<file path="config.mk">
export PLATFORM = sky130hd
export DESIGN_NAME = motor_position_controller_flat
export DESIGN_NICKNAME = d
export VERILOG_FILES = /design/src/rtl/motor_position_controller_if.sv /design/src/rtl/motor_position_controller.sv /design/src/flat_wrapper.sv
export SDC_FILE = /design/constraint.sdc
export NUM_CORES = 1
export LEC_CHECK = 0
export ABC_AREA = 1
export BUFFER_PORTS_ARGS = -buffer_cell sky130_fd_sc_hd__buf_2
export CORE_ASPECT_RATIO = 1.4
export CORE_MARGIN = 5
export CORE_UTILIZATION = 60
export CTS_CLUSTER_SIZE = 40
export DETAILED_ROUTE_END_ITERATION = 10
export GPL_TIMING_DRIVEN = 0
export PLACE_DENSITY = 0.81
export SETUP_SLACK_MARGIN = 0.2
export SLEW_MARGIN = 20
export SYNTH_ARGS = -nofsm -noshare
export SYNTH_HDL_FRONTEND = slang
export SYNTH_SLANG_ARGS = --single-unit
</file>
<file path="constraint.sdc">
create_clock -name CLK -period 6.1 [get_ports CLK]
set_clock_uncertainty 0.05 [all_clocks]
set_input_delay 1.22 -clock CLK [delete_from_list [all_inputs] [get_ports CLK]]
set_output_delay 1.22 -clock CLK [all_outputs]
set_load 0.005 [all_outputs]
</file>
<file path="src/rtl/motor_position_controller_if.sv">
// motor_position_controller_if
//   Command bus between the host/command logic and the position controller.
//   master : host side (drives target/req/abort, observes handshake + status)
//   slave  : controller side
//   Signals: target[11:0], req, abort, ack, nack, busy, done, fault.
interface motor_position_controller_if;
  logic [11:0] target;
  logic        req;
  logic        abort;
  logic        ack;
  logic        nack;
  logic        busy;
  logic        done;
  logic        fault;

  modport master (output target, req, abort, input ack, nack, busy, done, fault);
  modport slave  (input target, req, abort, output ack, nack, busy, done, fault);
endinterface

</file>
<file path="src/rtl/motor_position_controller.sv">
// motor_position_controller
//   Closed-loop position sequencer. Takes a target angle over req/ack, picks
//   the shortest direction around the 0..COUNTS_PER_REV-1 ring, drives the
//   motor with fast/slow PWM duty, settles with the motor off, then re-plans
//   or reports done.
// Ports:
//   CLK        system clock (rising edge)
//   reset      asynchronous, active-high
//   cmd        command bus (slave): target, req, abort -> ack, nack, busy,
//              done, fault
//   angle      current angle from the angle tracking unit (CLK domain)
//   motor_en   PWM enable to the motor driver
//   clockwise  direction to the motor driver and ATU
//   monitor    ATU monitor enable, high from the first edge after reset
// Build option:
//   POS_CTRL_STALL_TIMEOUT_EN - adds a stall timer in MOVE that raises the
//   sticky fault flag and returns to IDLE; without it fault is tied low.
module motor_position_controller #(
  parameter int COUNTS_PER_REV = 1006,
  parameter int TOLERANCE      = 2,
  parameter int SLOW_ZONE      = 50,
  parameter int PWM_PERIOD     = 1000,
  parameter int DUTY_FAST      = 900,
  parameter int DUTY_SLOW      = 300,
  parameter int SETTLE_CYCLES  = 100000,
  parameter int STALL_CYCLES   = 5000000
) (
  input  logic                         CLK,
  input  logic                         reset,
  motor_position_controller_if.slave   cmd,
  input  logic [11:0]                  angle,
  output logic                         motor_en,
  output logic                         clockwise,
  output logic                         monitor
);

  typedef enum logic [2:0] {IDLE, PLAN, MOVE, SETTLE, DONE} state_t;

  localparam int PWM_W = (PWM_PERIOD > 1) ? $clog2(PWM_PERIOD) : 1;
  localparam int SET_W = (SETTLE_CYCLES > 1) ? $clog2(SETTLE_CYCLES) : 1;

  localparam logic [PWM_W-1:0] PWM_LAST = PWM_W'(PWM_PERIOD - 1);
  localparam logic [PWM_W:0]   DUTY_F   = (PWM_W+1)'(DUTY_FAST);
  localparam logic [PWM_W:0]   DUTY_S   = (PWM_W+1)'(DUTY_SLOW);
  localparam logic [SET_W-1:0] SET_LAST = SET_W'(SETTLE_CYCLES - 1);
  localparam logic [12:0]      CPR13    = 13'(COUNTS_PER_REV);
  localparam logic [12:0]      HALF13   = 13'(COUNTS_PER_REV / 2);
  localparam logic [12:0]      TOL13    = 13'(TOLERANCE);
  localparam logic [12:0]      SLOW13   = 13'(SLOW_ZONE);
  localparam logic [11:0]      CPR12    = 12'(COUNTS_PER_REV);

  // Clockwise distance from a to t on the ring. A negative 13-bit
  // difference is folded back by adding one revolution.
  function automatic logic [12:0] cw_dist(input logic [11:0] t, input logic [11:0] a);
    logic [12:0] d;
    d = {1'b0, t} - {1'b0, a};
    if (d[12]) d = d + CPR13;
    return d;
  endfunction

  state_t           state, state_n;
  logic [11:0]      tgt_q, tgt_n;
  logic [PWM_W-1:0] pwm_cnt, pwm_n, pwm_inc;
  logic [SET_W-1:0] settle_cnt, settle_n;
  logic             ack_q, nack_q, done_q, busy_q;
  logic             ack_n, nack_n, en_n, cw_n;
  logic             clr_fault;

  logic [12:0]      cw_d, ccw_d, err, rem;
  logic             cw_short;
  logic [PWM_W:0]   duty, duty_plan;

  assign cw_d      = cw_dist(tgt_q, angle);
  assign ccw_d     = (cw_d == 13'd0) ? 13'd0 : CPR13 - cw_d;
  assign cw_short  = (cw_d <= ccw_d);                 // tie goes clockwise
  assign err       = cw_short ? cw_d : ccw_d;
  assign rem       = clockwise ? cw_d : ccw_d;         // distance along chosen direction
  assign duty      = (rem <= SLOW13) ? DUTY_S : DUTY_F;
  assign duty_plan = (err <= SLOW13) ? DUTY_S : DUTY_F;
  assign pwm_inc   = (pwm_cnt == PWM_LAST) ? '0 : pwm_cnt + 1'b1;

`ifdef POS_CTRL_STALL_TIMEOUT_EN
  localparam int STL_W = $clog2(STALL_CYCLES + 1);
  localparam logic [STL_W-1:0] STL_LAST = STL_W'(STALL_CYCLES - 1);

  logic [11:0]      angle_q;
  logic [STL_W-1:0] stall_cnt;
  logic             fault_q, stall_hit;

  // Counts consecutive MOVE cycles with an unchanged angle; any change or
  // leaving MOVE restarts it.
  assign stall_hit = (state == MOVE) && (angle == angle_q) && (stall_cnt == STL_LAST);

  always_ff @(posedge CLK or posedge reset) begin
    if (reset) begin
      angle_q   <= '0;
      stall_cnt <= '0;
      fault_q   <= 1'b0;
    end else begin
      angle_q   <= angle;
      stall_cnt <= ((state == MOVE) && (angle == angle_q)) ? stall_cnt + 1'b1 : '0;
      if (clr_fault)      fault_q <= 1'b0;
      else if (stall_hit) fault_q <= 1'b1;
    end
  end

  assign cmd.fault = fault_q;
`else
  assign cmd.fault = 1'b0;
`endif

  always_ff @(posedge CLK or posedge reset) begin
    if (reset) state <= IDLE;
    else       state <= state_n;
  end

  always_comb begin
    state_n   = state;
    tgt_n     = tgt_q;
    pwm_n     = pwm_cnt;
    settle_n  = '0;
    ack_n     = 1'b0;
    nack_n    = 1'b0;
    en_n      = 1'b0;
    cw_n      = clockwise;
    clr_fault = 1'b0;

    case (state)
      IDLE: begin
        if (cmd.req) begin
          if (cmd.target < CPR12) begin
            tgt_n     = cmd.target;
            ack_n     = 1'b1;
            clr_fault = 1'b1;
            state_n   = PLAN;
          end else begin
            nack_n = 1'b1;
          end
        end
      end
      PLAN: begin
        if (err <= TOL13) begin
          state_n = DONE;
        end else begin
          // Direction only changes here, with the motor already off.
          cw_n    = cw_short;
          pwm_n   = '0;
          en_n    = (duty_plan != '0);
          state_n = MOVE;
        end
      end
      MOVE: begin
        // Past HALF means we overshot and the directional distance wrapped.
        if ((rem <= TOL13) || (rem > HALF13)) begin
          state_n = SETTLE;
        end else begin
          pwm_n = pwm_inc;
          en_n  = ({1'b0, pwm_inc} < duty);
        end
      end
      SETTLE: begin
        if (settle_cnt == SET_LAST) state_n = (err <= TOL13) ? DONE : PLAN;
        else                        settle_n = settle_cnt + 1'b1;
      end
      DONE:    state_n = IDLE;
      default: state_n = IDLE;
    endcase

    if (cmd.abort && (state == PLAN || state == MOVE || state == SETTLE)) begin
      state_n = IDLE;
      en_n    = 1'b0;
      cw_n    = clockwise;
    end

`ifdef POS_CTRL_STALL_TIMEOUT_EN
    if (stall_hit) begin
      state_n = IDLE;
      en_n    = 1'b0;
    end
`endif
  end

  always_ff @(posedge CLK or posedge reset) begin
    if (reset) begin
      tgt_q      <= '0;
      pwm_cnt    <= '0;
      settle_cnt <= '0;
      ack_q      <= 1'b0;
      nack_q     <= 1'b0;
      done_q     <= 1'b0;
      busy_q     <= 1'b0;
      motor_en   <= 1'b0;
      clockwise  <= 1'b1;
      monitor    <= 1'b0;
    end else begin
      tgt_q      <= tgt_n;
      pwm_cnt    <= pwm_n;
      settle_cnt <= settle_n;
      ack_q      <= ack_n;
      nack_q     <= nack_n;
      done_q     <= (state_n == DONE);
      busy_q     <= (state_n != IDLE);
      motor_en   <= en_n;
      clockwise  <= cw_n;
      monitor    <= 1'b1;
    end
  end

  assign cmd.ack  = ack_q;
  assign cmd.nack = nack_q;
  assign cmd.done = done_q;
  assign cmd.busy = busy_q;

endmodule

</file>
<file path="src/flat_wrapper.sv">
// flat-port wrapper written by rule: the top's interface ports become plain ports
module motor_position_controller_flat 
#(
  parameter int COUNTS_PER_REV = 1006,
  parameter int TOLERANCE      = 2,
  parameter int SLOW_ZONE      = 50,
  parameter int PWM_PERIOD     = 1000,
  parameter int DUTY_FAST      = 900,
  parameter int DUTY_SLOW      = 300,
  parameter int SETTLE_CYCLES  = 100000,
  parameter int STALL_CYCLES   = 5000000
)
  (CLK, reset, angle, motor_en, clockwise, monitor, cmd_target, cmd_req, cmd_abort, cmd_ack, cmd_nack, cmd_busy, cmd_done, cmd_fault);
  motor_position_controller_if cmd_i ();
  input  logic CLK;
  input  logic reset;
  input  logic [11:0] angle;
  output logic motor_en;
  output logic clockwise;
  output logic monitor;
  input wire logic [$bits(cmd_i.target)-1:0] cmd_target;
  input wire logic [$bits(cmd_i.req)-1:0] cmd_req;
  input wire logic [$bits(cmd_i.abort)-1:0] cmd_abort;
  output wire logic [$bits(cmd_i.ack)-1:0] cmd_ack;
  output wire logic [$bits(cmd_i.nack)-1:0] cmd_nack;
  output wire logic [$bits(cmd_i.busy)-1:0] cmd_busy;
  output wire logic [$bits(cmd_i.done)-1:0] cmd_done;
  output wire logic [$bits(cmd_i.fault)-1:0] cmd_fault;
  assign cmd_i.target = cmd_target;
  assign cmd_i.req = cmd_req;
  assign cmd_i.abort = cmd_abort;
  assign cmd_ack = cmd_i.ack;
  assign cmd_nack = cmd_i.nack;
  assign cmd_busy = cmd_i.busy;
  assign cmd_done = cmd_i.done;
  assign cmd_fault = cmd_i.fault;
  motor_position_controller #(.COUNTS_PER_REV(COUNTS_PER_REV), .TOLERANCE(TOLERANCE), .SLOW_ZONE(SLOW_ZONE), .PWM_PERIOD(PWM_PERIOD), .DUTY_FAST(DUTY_FAST), .DUTY_SLOW(DUTY_SLOW), .SETTLE_CYCLES(SETTLE_CYCLES), .STALL_CYCLES(STALL_CYCLES)) u_core (.CLK(CLK), .reset(reset), .cmd(cmd_i), .angle(angle), .motor_en(motor_en), .clockwise(clockwise), .monitor(monitor));
endmodule
</file>
==> results.rst <==
.. list-table::
   :header-rows: 1

   * - Metric
     - Value
   * - Dominant cells by area after synthesis
     - dfrtp_1, nand2_1, inv_1
   * - Die W
     - between 80 and 90 µm
   * - Layout Nets
     - between 800 and 900
   * - GPL Wtd Cong
     - roughly 1
   * - Worst hold stages
     - 1
   * - Number of sinks on the clock net
     - 49
   * - Post-route DRC
     - 0
   * - Critical path fanouts, max
     - 5
   * - Post-route ant nets
     - 0
   * - Initial Util
     - 0.6085
   * - Via count of the first global-routing pass
     - 4463
   * - Full die area
     - 9704 µm²
   * - CP top delay family
     - simple AND/OR/NAND/NOR gates
   * - Share of synthesized registers carrying an async set or reset
     - 1.000
   * - FF-to-FF setup slack
     - 1.32 ns
   * - Count of flip-flops with a built-in enable after synthesis
     - 0
   * - Maximum buffer depth of the clock tree
     - 2
   * - Final Max Slew Viols
     - 0
   * - Compound-gate portion of the synthesized area
     - 0.1054
   * - Worst Path Arrival
     - around 5.6 ns
   * - H-tree depth reported by CTS
     - 2
   * - Fin util
     - 0.6646
   * - WP data required
     - about 6.3 ns
   * - Kind of path behind the tightest hold check
     - flip-flop to flip-flop
   * - Detailed-route via count
     - 4614
   * - Ratio of routed vias to standard cells
     - 5.340
   * - Number of maximum-capacitance constraint violations
     - 0
   * - First-pass GRT wire length
     - approximately 19000 µm
   * - Number of buffers inserted by port buffering
     - 34
   * - Critical path buffer and inverter count
     - 4
   * - Wire length after detailed routing
     - around 11000 µm
   * - Number of filler cells placed in the layout
     - around 730
   * - Post-CTS Setup Bufs
     - 0
   * - Yosys top cell area share
     - 0.2563
   * - Setup repair after global routing missed its margin
     - no
   * - Measured slew at the worst slew-check pin
     - between 0.6 and 0.7 ns
   * - TritonCTS clock tree
     - built
   * - Synthesized area per cell
     - roughly 6.5 µm²
   * - Fraction of the mapped netlist area in simple logic gates
     - 0.4162
   * - Row count
     - 38
   * - Die height
     - ~110 µm
   * - Launching point of the worst reg2reg path
     - u_core.tgt_q[0]
   * - Pin count of the biggest net entering global routing
     - 34
   * - Post-synthesis mux area share
     - 0
   * - Timing startpoint of the critical path
     - angle[0]
   * - ANT cells
     - 0
   * - Relative slew margins
     - 0.5741
   * - Post-placement setup slack
     - a little over 0.4 ns
   * - Root cell of the clock tree
     - clkbuf_8
   * - Endpoint of the most critical register-to-register path
     - u_core.motor_en
   * - Count of cells along the worst register-to-register path
     - 32
   * - Initial detailed-routing violation count
     - around 240
   * - Average detailed-routed wire length per instance
     - approximately 12 µm
   * - Synth warn
     - 0
   * - Clock buffers created by TritonCTS
     - 5
   * - Post-synthesis share of cell area spent on full adders, half adders and majority gates
     - 0.08436
   * - Fraction of final layout cells with drive strength greater than 1
     - 0.1662
   * - Synthesized cell area
     - around 4700 µm²
   * - Post-detailed-placement half-perimeter wirelength
     - just under 9000 µm
   * - Total global-route track usage
     - 0.2331
   * - Biggest area consumer among synthesized cells
     - dfrtp_1
   * - Dominant combinational cell family by area after synthesis
     - simple AND/OR/NAND/NOR gates
   * - Area added between synthesis and finish
     - 9.210%
   * - Sink of the worst hold path
     - u_core.settle_cnt[0]
   * - Type of element launching the critical path
     - input port
   * - Most common cell in the synthesized netlist
     - nand2_1
   * - Placeable core region
     - 7702 µm²
   * - Detailed-routing iteration count for the pre-antenna-repair pass
     - 5
   * - Net count after synthesis
     - 780
   * - Class of the most critical setup path
     - input port to flip-flop
   * - Delay of the slowest cell on the worst path
     - around 0.4 ns
   * - Number of I/O pins
     - 36
   * - Hold buffer count at cts
     - 0
   * - Critical-path cell with the highest stage delay
     - fa_1
   * - FMAX
     - between 150 and 200 MHz
   * - Critical path capture point type
     - flip-flop
   * - Most used flip-flop cell after synthesis
     - dfrtp_1
   * - Post-synthesis cell type count
     - 53
   * - Final-report hold violation count
     - 0
   * - Cell type with the highest occurrence count on the critical path
     - nand2_1
   * - Remaining global-route overflow
     - 0
   * - Outcome
     - completed
   * - Yosys reg bits
     - 49
   * - Final setup slack of the worst path
     - around 0.67 ns
   * - Most used standard cells in the synthesized netlist
     - nand2_1, inv_1, nor2_1
   * - Share of the synthesized netlist area taken by xor and xnor gates
     - 0.009343
   * - Aggregate negative setup slack
     - 0 ns
   * - Initial antenna violation count
     - 0
   * - Final Cycle Share
     - 0.8904
   * - Number of standard cells after synthesis
     - roughly 720
   * - Crit path time final
     - 5.431 ns
   * - Clock latency of the later-clocked register in the worst-skew pair
     - 0.32 ns
   * - Number of gates resized after cts
     - 0
   * - Final-report setup violation count
     - 0
   * - Proportion of synthesized chip area in sequential cells
     - 0.2619
   * - Hold path startpoint
     - u_core.settle_cnt[0]
   * - Clock edge transition at the registers on the reported setup and hold paths
     - ~0.090 ns
how the worst max path moves through the flow:
stage / end / slack, ns / cells past startpoint
after floorplan: u_core.motor_en / 1.07 / 29
after global placement: u_core.motor_en / 0.47 / 30
after detailed placement: u_core.motor_en / 0.40 / 30
after CTS: u_core.motor_en / 0.73 / 30
after global routing: u_core.motor_en / 0.34 / 28
final: u_core.motor_en / 0.67 / 32
state kept, by name, summed over array words and instances (netlist names):
| signal | flops |
|---|---|
| u_core.tgt_q | 12 |
| u_core.clockwise | 1 |
| u_core.cmd.ack | 1 |
| u_core.settle_cnt | 17 |
| u_core.monitor | 1 |
| u_core.pwm_cnt | 10 |
| u_core.cmd.nack | 1 |
| u_core.motor_en | 1 |
| u_core.cmd.done | 1 |
| u_core.state | 3 |
| u_core.cmd.busy | 1 |
routing by layer:
layer / share of wire / routed length (µm) / vias to the layer above / GRT usage
met5: 0 / 0 / - / 0
met4: 0.021 / 223 / 0 / 0.08131
met3: 0.029 / 314 / 17 / 0.03096
met2: 0.53 / 5671 / 91 / 0.4354
met1: 0.42 / 4525 / 2131 / 0.2700
li1: - / - / 2375 / -
per-stage QoR:
step           cells  area, µm²  hold slack (ns)
2_1_floorplan    721       4687           0.3829
6_report         864       5119           0.4262
3_3_place_gp     855       4982           0.3966
4_1_cts          864       5119           0.4393
3_5_place_dp     856       5002           0.4156
5_1_grt          864       5119           0.4702
cells by family after synthesis:
logic type,after synthesis
adder cells (fa/ha/maj),31
flip-flops,49
AO/OA/AOI/OAI,78
other,2
buffers and inverters,142
XOR/XNOR,5
AND/OR/NAND/NOR,414
cell type report:
| type | count | area (µm²) | area share |
|---|---|---|---|
| Clock inverter | 3 | 47.55 | 0.009289 |
| Timing Repair Buffer | 35 | 190.2 | 0.03715 |
| Tap cell | 100 | 125.1 | 0.02444 |
| Clock buffer | 5 | 68.82 | 0.01344 |
| Buffer | 8 | 60.06 | 0.01173 |
| Multi-Input combinational cell | 530 | 2892 | 0.5649 |
| Inverter | 134 | 508.0 | 0.09924 |
| Sequential cell | 49 | 1227 | 0.2398 |
layout by cell type (no fill, tap or decap), types with 4 or more instances in the layout:
cell type	n
nand2_1	202
inv_1	123
nor2_1	64
nand3_1	50
dfrtp_1	48
buf_2	34
ha_1	30
nand2_2	29
a21oi_1	24
nor3_1	19
nand4_1	19
o21ai_0	18
o21ai_2	10
inv_2	6
nand3_2	6
nor2_2	6
nor2_4	5
clkbuf_8	5
clkbuf_1	4
Power is not shown: default switching activity piles up to over one toggle a cycle in this logic, so the estimate is an artifact.
